## src/rtl/uart_frame_parser_if.sv

```systemverilog
// Byte-level bus bundle for the UART frame parser:
// RX FIFO pop side plus the outgoing valid/ready payload stream.
interface uart_frame_parser_if;
    logic [7:0] rx_dout_i;
    logic       rx_empty_i;
    logic       rx_re_o;
    logic [7:0] m_data_o;
    logic       m_valid_o;
    logic       m_ready_i;
    logic       m_last_o;

    // Parser side: pops the FIFO and sources the payload stream.
    modport master (
        input  rx_dout_i,
        input  rx_empty_i,
        input  m_ready_i,
        output rx_re_o,
        output m_data_o,
        output m_valid_o,
        output m_last_o
    );

    // Environment side: the RX FIFO and the payload consumer.
    modport slave (
        output rx_dout_i,
        output rx_empty_i,
        output m_ready_i,
        input  rx_re_o,
        input  m_data_o,
        input  m_valid_o,
        input  m_last_o
    );
endinterface

```

## src/rtl/uart_frame_parser.sv

```systemverilog
// Frame decoder behind the UART RX FIFO: SOF, LEN, payload, CHK.
// Only frames whose modular sum is zero are replayed downstream.
module uart_frame_parser #(
    parameter int unsigned MAX_LEN        = 16,
    parameter logic [7:0]  SOF            = 8'hA5,
    parameter logic [15:0] TIMEOUT_CYCLES = 16'd2000
) (
    input  logic                clk_i,
    input  logic                rst_i,
    uart_frame_parser_if.master bus,
    output logic                frame_ok_o,
    output logic                chk_err_o,
    output logic                len_err_o,
    output logic                timeout_o,
    output logic                busy_o
);
    localparam int unsigned IW   = (MAX_LEN > 1) ? $clog2(MAX_LEN) : 1;
    localparam logic [7:0]  MAXL = 8'(MAX_LEN);

    typedef enum logic [2:0] {
        S_HUNT,
        S_LEN,
        S_PAYLOAD,
        S_CHECK,
        S_EMIT
    } state_t;

    state_t      state_q, state_d;
    logic [7:0]  len_q, len_d;
    logic [7:0]  idx_q, idx_d;
    logic [7:0]  sum_q, sum_d;
    logic [15:0] tmo_q, tmo_d;
    logic        pend_q, pend_d;
    logic        ok_q, ok_d;
    logic        cerr_q, cerr_d;
    logic        lerr_q, lerr_d;
    logic        tpul_q, tpul_d;
    logic        wr_en;
    logic        cap;
    logic        timed;
    logic        re;
    logic [7:0]  byte_w;
    logic [7:0]  mem_q [MAX_LEN];

    // A read issued last cycle means the FIFO data is valid now.
    assign cap    = pend_q;
    assign byte_w = bus.rx_dout_i;
    assign timed  = (state_q == S_LEN) || (state_q == S_PAYLOAD)
                 || (state_q == S_CHECK);

    // Pop only when idle on the read path and never while emitting.
    assign re = !rst_i && !bus.rx_empty_i && (state_q != S_EMIT)
             && !pend_q && !((state_q == S_CHECK) && cap);

    // Next-state, datapath updates and pulse requests.
    always_comb begin
        state_d = state_q;
        len_d   = len_q;
        idx_d   = idx_q;
        sum_d   = sum_q;
        tmo_d   = '0;
        pend_d  = re;
        ok_d    = 1'b0;
        cerr_d  = 1'b0;
        lerr_d  = 1'b0;
        tpul_d  = 1'b0;
        wr_en   = 1'b0;
        if (timed) begin
            tmo_d = cap ? 16'd0 : tmo_q + 16'd1;
        end
        unique case (state_q)
            S_HUNT: begin
                if (cap && (byte_w == SOF)) begin
                    state_d = S_LEN;
                end
            end
            S_LEN: begin
                if (cap) begin
                    len_d = byte_w;
                    sum_d = byte_w;
                    if ((byte_w == 8'h00) || (byte_w > MAXL)) begin
                        lerr_d  = 1'b1;
                        state_d = S_HUNT;
                    end else begin
                        idx_d   = '0;
                        state_d = S_PAYLOAD;
                    end
                end
            end
            S_PAYLOAD: begin
                if (cap) begin
                    wr_en = 1'b1;
                    sum_d = sum_q + byte_w;
                    idx_d = idx_q + 8'd1;
                    if (idx_q + 8'd1 == len_q) begin
                        state_d = S_CHECK;
                    end
                end
            end
            S_CHECK: begin
                if (cap) begin
                    if (sum_q + byte_w == 8'h00) begin
                        ok_d    = 1'b1;
                        idx_d   = '0;
                        state_d = S_EMIT;
                    end else begin
                        cerr_d  = 1'b1;
                        state_d = S_HUNT;
                    end
                end
            end
            S_EMIT: begin
                if (bus.m_ready_i) begin
                    if (idx_q == len_q - 8'd1) begin
                        idx_d   = '0;
                        state_d = S_HUNT;
                    end else begin
                        idx_d = idx_q + 8'd1;
                    end
                end
            end
            default: state_d = S_HUNT;
        endcase
        // A stalled frame is abandoned; partial data is simply ignored.
        if ((TIMEOUT_CYCLES != 16'd0) && timed && !cap
            && (tmo_q == TIMEOUT_CYCLES - 16'd1)) begin
            tpul_d  = 1'b1;
            tmo_d   = '0;
            state_d = S_HUNT;
        end
    end

    // Control state, counters and registered pulses.
    always_ff @(posedge clk_i) begin
        if (rst_i) begin
            state_q <= S_HUNT;
            len_q   <= '0;
            idx_q   <= '0;
            sum_q   <= '0;
            tmo_q   <= '0;
            pend_q  <= 1'b0;
            ok_q    <= 1'b0;
            cerr_q  <= 1'b0;
            lerr_q  <= 1'b0;
            tpul_q  <= 1'b0;
        end else begin
            state_q <= state_d;
            len_q   <= len_d;
            idx_q   <= idx_d;
            sum_q   <= sum_d;
            tmo_q   <= tmo_d;
            pend_q  <= pend_d;
            ok_q    <= ok_d;
            cerr_q  <= cerr_d;
            lerr_q  <= lerr_d;
            tpul_q  <= tpul_d;
        end
    end

    // Payload buffer; contents are only meaningful after a good CHK.
    always_ff @(posedge clk_i) begin
        if (wr_en) begin
            mem_q[idx_q[IW-1:0]] <= byte_w;
        end
    end

    assign bus.rx_re_o   = re;
    assign bus.m_valid_o = (state_q == S_EMIT);
    assign bus.m_data_o  = (state_q == S_EMIT) ? mem_q[idx_q[IW-1:0]] : 8'h00;
    assign bus.m_last_o  = (state_q == S_EMIT) && (idx_q == len_q - 8'd1);
    assign frame_ok_o    = ok_q;
    assign chk_err_o     = cerr_q;
    assign len_err_o     = lerr_q;
    assign timeout_o     = tpul_q;
    assign busy_o        = (state_q != S_HUNT);
endmodule

```

## src/flat_wrapper.sv

```systemverilog
// flat-port wrapper written by rule: the top's interface ports become plain ports
module uart_frame_parser_flat 
#(
    parameter int unsigned MAX_LEN        = 16,
    parameter logic [7:0]  SOF            = 8'hA5,
    parameter logic [15:0] TIMEOUT_CYCLES = 16'd2000
)
  (clk_i, rst_i, frame_ok_o, chk_err_o, len_err_o, timeout_o, busy_o, bus_rx_dout_i, bus_rx_empty_i, bus_m_ready_i, bus_rx_re_o, bus_m_data_o, bus_m_valid_o, bus_m_last_o);
  uart_frame_parser_if bus_i ();
  input  logic clk_i;
  input  logic rst_i;
  output logic frame_ok_o;
  output logic chk_err_o;
  output logic len_err_o;
  output logic timeout_o;
  output logic busy_o;
  input wire logic [$bits(bus_i.rx_dout_i)-1:0] bus_rx_dout_i;
  input wire logic [$bits(bus_i.rx_empty_i)-1:0] bus_rx_empty_i;
  input wire logic [$bits(bus_i.m_ready_i)-1:0] bus_m_ready_i;
  output wire logic [$bits(bus_i.rx_re_o)-1:0] bus_rx_re_o;
  output wire logic [$bits(bus_i.m_data_o)-1:0] bus_m_data_o;
  output wire logic [$bits(bus_i.m_valid_o)-1:0] bus_m_valid_o;
  output wire logic [$bits(bus_i.m_last_o)-1:0] bus_m_last_o;
  assign bus_i.rx_dout_i = bus_rx_dout_i;
  assign bus_i.rx_empty_i = bus_rx_empty_i;
  assign bus_i.m_ready_i = bus_m_ready_i;
  assign bus_rx_re_o = bus_i.rx_re_o;
  assign bus_m_data_o = bus_i.m_data_o;
  assign bus_m_valid_o = bus_i.m_valid_o;
  assign bus_m_last_o = bus_i.m_last_o;
  uart_frame_parser #(.MAX_LEN(MAX_LEN), .SOF(SOF), .TIMEOUT_CYCLES(TIMEOUT_CYCLES)) u_core (.clk_i(clk_i), .rst_i(rst_i), .bus(bus_i), .frame_ok_o(frame_ok_o), .chk_err_o(chk_err_o), .len_err_o(len_err_o), .timeout_o(timeout_o), .busy_o(busy_o));
endmodule
```

## config.mk

```make
export PLATFORM = sky130hd
export DESIGN_NAME = uart_frame_parser_flat
export DESIGN_NICKNAME = d
export VERILOG_FILES = /design/src/rtl/uart_frame_parser_if.sv /design/src/rtl/uart_frame_parser.sv /design/src/flat_wrapper.sv
export SDC_FILE = /design/constraint.sdc
export NUM_CORES = 1
export LEC_CHECK = 0
export BUFFER_PORTS_ARGS = -buffer_cell sky130_fd_sc_hd__buf_2
export CORE_MARGIN = 2
export CORE_UTILIZATION = 62
export CTS_CLUSTER_DIAMETER = 100
export DETAILED_ROUTE_END_ITERATION = 7
export PLACE_DENSITY = 0.84
export SLEW_MARGIN = 20
export SYNTH_ARGS = -nofsm -noshare
export SYNTH_HDL_FRONTEND = slang
export SYNTH_SLANG_ARGS = --single-unit
```

## constraint.sdc

```tcl
create_clock -name clk_i -period 3.1 [get_ports clk_i]
set_clock_uncertainty 0.2 [all_clocks]
set_input_delay 0.155 -clock clk_i [delete_from_list [all_inputs] [get_ports clk_i]]
set_output_delay 0.155 -clock clk_i [all_outputs]
set_load 0.01 [all_outputs]
```

==> out/qor.csv, run 1 <==
metric,value,unit
critical path arrival,3070,ps
worst slew pin tran,702,ps
initial antenna violation count,0,
HPWL Detailed,11900,µm
RSZ-0062 raised after global routing,no,
Clock Path Buffers,2,
clk root buf,clkbuf_16,
cts bufs inserted,17,
"Net Count, Synth",620,
# DRC,0,
Fin Hold WS,22.2,ps
Yosys top cell by area,edfxtp_1,
"slowest stage delay, CP",410,ps
GPL Wtd Cong,0.936,
final wirelength,18400,µm
GRT Total Usage,0.272,
outcome,finished clean,
fin crit share,0.957,
Final Hold Fails,0,
vias in the first global route,5102,
first drt pass iteration count,5,
clock sinks,180,
main area contributors after synthesis,"edfxtp_1, dfxtp_1, mux4_2",
"Clk Latency, worst-skew pair",450,ps
Min-Delay Path Class,in2reg,
effective utilization at floorplan,0.641,
Syn. warnings,0,
Congestion Overflow GR,0,
metal3 WL,1370,µm
Post-CTS Setup Bufs,0,
"Req. time, crit path",3200,ps
Peak VDD IR,0.286,mV
layout cells sized above 1,0.209,
PnR worst setup slack,134,ps
Detail Route Antenna Nets,0,
met2 wire len,9120,µm
synth-to-layout area growth,11.4,%
Floorplan Core Area,0.0128,mm²
Pwr Density,525,mW/mm²
max cap viols,0,
syn avg cell area,13.8,µm²
Peak Freq,337,MHz
IO buf count,27,
Ports,28,
"Setup violations, final",0,
"EDFF count, synth",128,
antenna fix cells,0,
DR vias,5162,
"critical path, cell by cell",ha_1 -> fa_1 -> a211oi_1 -> or4b_4 -> nand4_4 -> nor4_4 -> a311o_1 -> buf_4 -> o221ai_1,
r2r worst-path depth,9,
post-synthesis cell area,0.00819,mm²
sequential fraction of the synthesis area,0.597,
Synth async-reset ratio,0,
Tmin final,2970,ps
DP Worst Slack,167,ps
die area,0.0141,mm²
Setup crit end kind,flip-flop,
Setup CP Type,reg2reg,
Min-Delay Path Depth,2,
first-pass GRT wire length,28400,µm
CTS tree,yes,
H-tree Lvls,4,
Setup TNS,0,ps
Routed WL per cell,22.5,µm
"commonest non-fill, non-tap cells in the layout","edfxtp_1, dfxtp_1, nand2_1, nor2_1, mux4_2",
Setup crit start kind,flip-flop,
Max-slew headroom,0.531,
Clock transition at path regs,70,ps
Final Util,0.714,
final slew viol count,0,
DIE HEIGHT,119,µm
met1 wire length,7280,µm
peak fanout along the critical path,10,
Synth top area share,0.469,
Synth Register Bits,180,
NumNets Final,658,
die width,119,µm
"Top FF cell, synth",edfxtp_1,
Leakage,3.04,nW
Synth Instances,594,
Cell variety after synth,67,
largest net degree at the start of global routing,33,
Via density,6.32,
num rows,41,
top sig layer,met4,
total power,4.79,mW
"most common cell after layout, fill and taps aside",edfxtp_1,
initial drt markers,566,
Worst path slowest cell,a211oi_1,
## worst max-delay path: cells and delay by family, from the launching register on
family	cells	cell delay [ps]
AO/OA/AOI/OAI	3	760
AND/OR/NAND/NOR	3	740
adder cells (fa/ha/maj)	2	620
flip-flops	1	320
buffers and inverters	1	180
## registers in the layout, indices dropped and copies added (netlist names), named ones only
name / flops
u_core.mem_q: 128
u_core.tmo_q: 16
u_core.idx_q: 8
u_core.len_q: 8
u_core.sum_q: 8
u_core.state_q: 3
u_core.cap: 1
u_core.chk_err_o: 1
u_core.frame_ok_o: 1
u_core.len_err_o: 1
u_core.timeout_o: 1
## area by class of cell
cell class              count  area (µm²)
well taps                 172         215
flip-flops and latches    180        4890
fillers                   803        3650
clock buffers              20         437
inverters                  14        52.6
multi-input cells         371        3080
clock inverters            12         131
repair buffers             48         320
## logic make-up (layout without fill, tap and decap cells)
group | after synthesis | in the layout | synth area share
AOI/OAI and AO/OA | 72 | 72 | 0.0668
muxes | 47 | 47 | 0.119
adders and majority gates | 14 | 14 | 0.0223
buffers and inverters | 43 | 94 | 0.0278
xor gates and xnor gates | 31 | 31 | 0.0332
DFF | 180 | 180 | 0.597
and+or+nand+nor | 207 | 207 | 0.135
## path summary, 6_finish.rpt
kind / startpoint / end / slack (ps)
worst min register to register: u_core.tmo_q[0]$_SDFF_PP0_ / u_core.tmo_q[0]$_SDFF_PP0_ / 250
worst min-delay path: bus_rx_dout_i[1] / u_core.mem_q[10][1]$_DFFE_PP_ / 20
worst max register to register: u_core.sum_q[0]$_SDFFE_PP0P_ / flip-flop / 130
worst max-delay path: u_core.sum_q[0]$_SDFFE_PP0P_ / flip-flop / 130
## report_power, final
group | switching [mW] | internal (mW) | total [mW]
combinational | 0.0851 | 0.0423 | 0.127
sequential | 0.00569 | 2.57 | 2.58
clock | 0.895 | 1.18 | 2.08
total | 0.986 | 3.80 | 4.79
## cell usage after synthesis (4+ instances only)
cell type,n
buf_2,7
nor2_1,46
a211oi_1,6
xnor2_1,15
nor4_1,5
nor3_1,12
nand3_1,18
mux2i_1,7
a21oi_1,15
dfxtp_1,52
o21ai_0,5
o221ai_1,5
o211ai_1,5
xor2_1,16
nor3b_1,4
nand2_1,50
or3_1,5
nor2b_1,7
and2_1,23
clkbuf_1,13
o2111ai_1,6
and3_1,10
a31oi_1,10
edfxtp_1,128
mux4_2,40
inv_1,14
ha_1,13
## metrics by stage
stage | cell area, µm² | instances
2_1_floorplan | 8190 | 594
3_3_place_gp | 8490 | 779
3_5_place_dp | 8490 | 779
4_1_cts | 9120 | 817
5_1_grt | 9120 | 817
6_report | 9120 | 817
## what timing repair did
| action | in CTS | in global routing |
|---|---|---|
| endpoints found under the setup margin | 0 | 2 |
| resized for setup | 0 | 1 |
| endpoints found under the hold margin | 44 | 0 |
| hold buffers | 6 | 0 |
## routing by layer
metal	vias up	track usage
li1	2335	-
met1	2501	0.353
met3	50	0.0484
met4	0	0.123
met5	-	0
met2	276	0.450
Power figures use the tool's default switching activity.
==> run 2: changes to the inputs <==
--- a/config.mk
+++ b/config.mk
@@ -7,10 +7,10 @@
 export LEC_CHECK = 0
 export BUFFER_PORTS_ARGS = -buffer_cell sky130_fd_sc_hd__buf_2
 export CORE_MARGIN = 2
-export CORE_UTILIZATION = 62
+export CORE_UTILIZATION = 55
 export CTS_CLUSTER_DIAMETER = 100
 export DETAILED_ROUTE_END_ITERATION = 7
-export PLACE_DENSITY = 0.84
+export PLACE_DENSITY = 0.76
 export SLEW_MARGIN = 20
 export SYNTH_ARGS = -nofsm -noshare
 export SYNTH_HDL_FRONTEND = slang
==> constraint.sdc (replaced) <==
create_clock -name clk_i -period 3.1 [get_ports clk_i]
set_clock_uncertainty 0.2 [all_clocks]
set_input_delay 0.31 -clock clk_i [delete_from_list [all_inputs] [get_ports clk_i]]
set_output_delay 0.31 -clock clk_i [all_outputs]
set_load 0.01 [all_outputs]
==> out/qor.csv, run 2 (synthesis results as in run 1) <==
metric,value,unit
Routed WL per cell,22.4,µm
fin crit share,0.967,
"Clk Latency, worst-skew pair",430,ps
clk root buf,clkbuf_16,
H-tree Lvls,4,
"most common cell after layout, fill and taps aside",edfxtp_1,
Floorplan Core Area,0.0145,mm²
hold_sp,bus_m_ready_i,
GRT Total Usage,0.248,
clock sinks,180,
DP Worst Slack,122,ps
post_cts resized,0,
first-pass GRT wire length,29300,µm
Placed Cells,795,
final wirelength,18500,µm
critical path arrival,2490,ps
"slowest stage delay, CP",600,ps
Clock transition at path regs,70,ps
met2 wire len,8840,µm
clock share of power,0.450,
Final Hold Fails,0,
top sig layer,met4,
Setup crit start kind,flip-flop,
"commonest non-fill, non-tap cells in the layout","edfxtp_1, dfxtp_1, nand2_1, nor2_1, mux4_2",
DIE HEIGHT,126,µm
PnR worst setup slack,103,ps
Fill cells,1079,
Post-CTS Setup Bufs,0,
initial drt markers,460,
final slew viol count,0,
Final Non-Filler Cells,828,
largest net degree at the start of global routing,33,
worst r2r src,u_core.sum_q[0]$_SDFFE_PP0P_,
antenna fix cells,0,
vias in the first global route,5258,
Crit path max-delay family,multiplexers,
"Req. time, crit path",2590,ps
Detail Route Antenna Nets,0,
Via density,6.28,
die area,0.0159,mm²
synth-to-layout area growth,11.9,%
cts bufs inserted,17,
Peak VDD IR,0.394,mV
IO buf count,27,
Clock Path Buffers,2,
Pwr Density,537,mW/mm²
RSZ-0062 raised after global routing,no,
CTS tree,yes,
Setup CP Type,reg2out,
# DRC,0,
GPL Wtd Cong,0.917,
first drt pass iteration count,5,
met1 wire length,7690,µm
Ports,28,
Congestion Overflow GR,0,
peak fanout along the critical path,32,
Min-Delay Path Class,in2reg,
Largest register FFs,128,
Peak Freq,334,MHz
Worst path slowest cell,mux4_2,
Leakage,3.07,nW
Tmin final,3000,ps
Logic pwr share,0.026,
Net Switching,1.02,mW
initial antenna violation count,0,
Post-CTS Hold Fix Bufs,1,
Setup TNS,0,ps
cell depth of the worst setup path,5,
layout cells sized above 1,0.214,
DR vias,5203,
worst path bufs/invs,2,
effective utilization at floorplan,0.563,
outcome,finished clean,
total power,4.92,mW
worst slew pin tran,668,ps
Setup crit end kind,output pin,
r2r worst-path depth,9,
Min-Delay Path Depth,4,
HPWL Detailed,12400,µm
cell mode on critical path,mux4_2,
num rows,44,
die width,126,µm
max cap viols,0,
metal3 WL,1420,µm
Internal,3.90,mW
Reg power frac,0.525,
"critical path, cell by cell",buf_12 -> mux4_2 -> mux4_2 -> and2_1 -> buf_2,
Max-slew headroom,0.552,
Switching Fraction,0.207,
"Setup violations, final",0,
NumNets Final,657,
-- run 2: changes by cell type in the layout (fill, tap and decap cells not counted), sizes merged --
cell         delta
buf             +4
bufinv          +1
clkbuf          -1
clkinv          -1
clkinvlp        -4
dlygate4sd3     -5
inv             +5
-- run 2: path summary, 6_finish.rpt --
path                                    end  slack, ps
max reg2reg                       flip-flop        220
min          u_core.state_q[2]$_SDFFE_PP0P_        110
min reg2reg      u_core.tmo_q[0]$_SDFF_PP0_        260
max                         bus_m_data_o[7]        100
-- run 2: cell type report --
type / instances / area, µm² / share of cell area
repair buffers: 47 / 313 / 0.0341
well taps: 184 / 230 / 0.0251
clock inverters: 13 / 170 / 0.0186
inverters: 14 / 52.6 / 0.00574
clock buffers: 19 / 433 / 0.0473
multi-input cells: 371 / 3080 / 0.336
flip-flops and latches: 180 / 4890 / 0.533
-- run 2: per-layer routing --
| metal | up-vias | global-route usage |
|---|---|---|
| li1 | 2335 | - |
| met1 | 2610 | 0.336 |
| met2 | 228 | 0.384 |
| met3 | 30 | 0.0603 |
| met4 | 0 | 0.111 |
| met5 | - | 0 |
-- run 2: stage by stage --
stage / hold WS (ps) / area (µm²) / util
floorplan: 187 / 8190 / -
global placement: 225 / 8550 / 0.588
detailed placement: 247 / 8550 / 0.588
CTS: 85.5 / 9160 / 0.630
global route: 142 / 9160 / 0.630
finish: 107 / 9160 / 0.630
-- run 2: power by group through the flow --
stage                     Sequential, mW  Clock (mW)  Combinational (mW)
after floorplan                     2.63           0              0.0646
after global placement              2.63           0               0.119
after detailed placement            2.63           0               0.124
after CTS                           2.58        2.23               0.126
after global routing                2.58        2.31               0.138
final                               2.58        2.21               0.127
-- run 2: worst min-delay path: cells and delay by family --
family | cells | cell delay [ps]
buffers and inverters | 2 | 150
AO/OA/AOI/OAI | 2 | 230
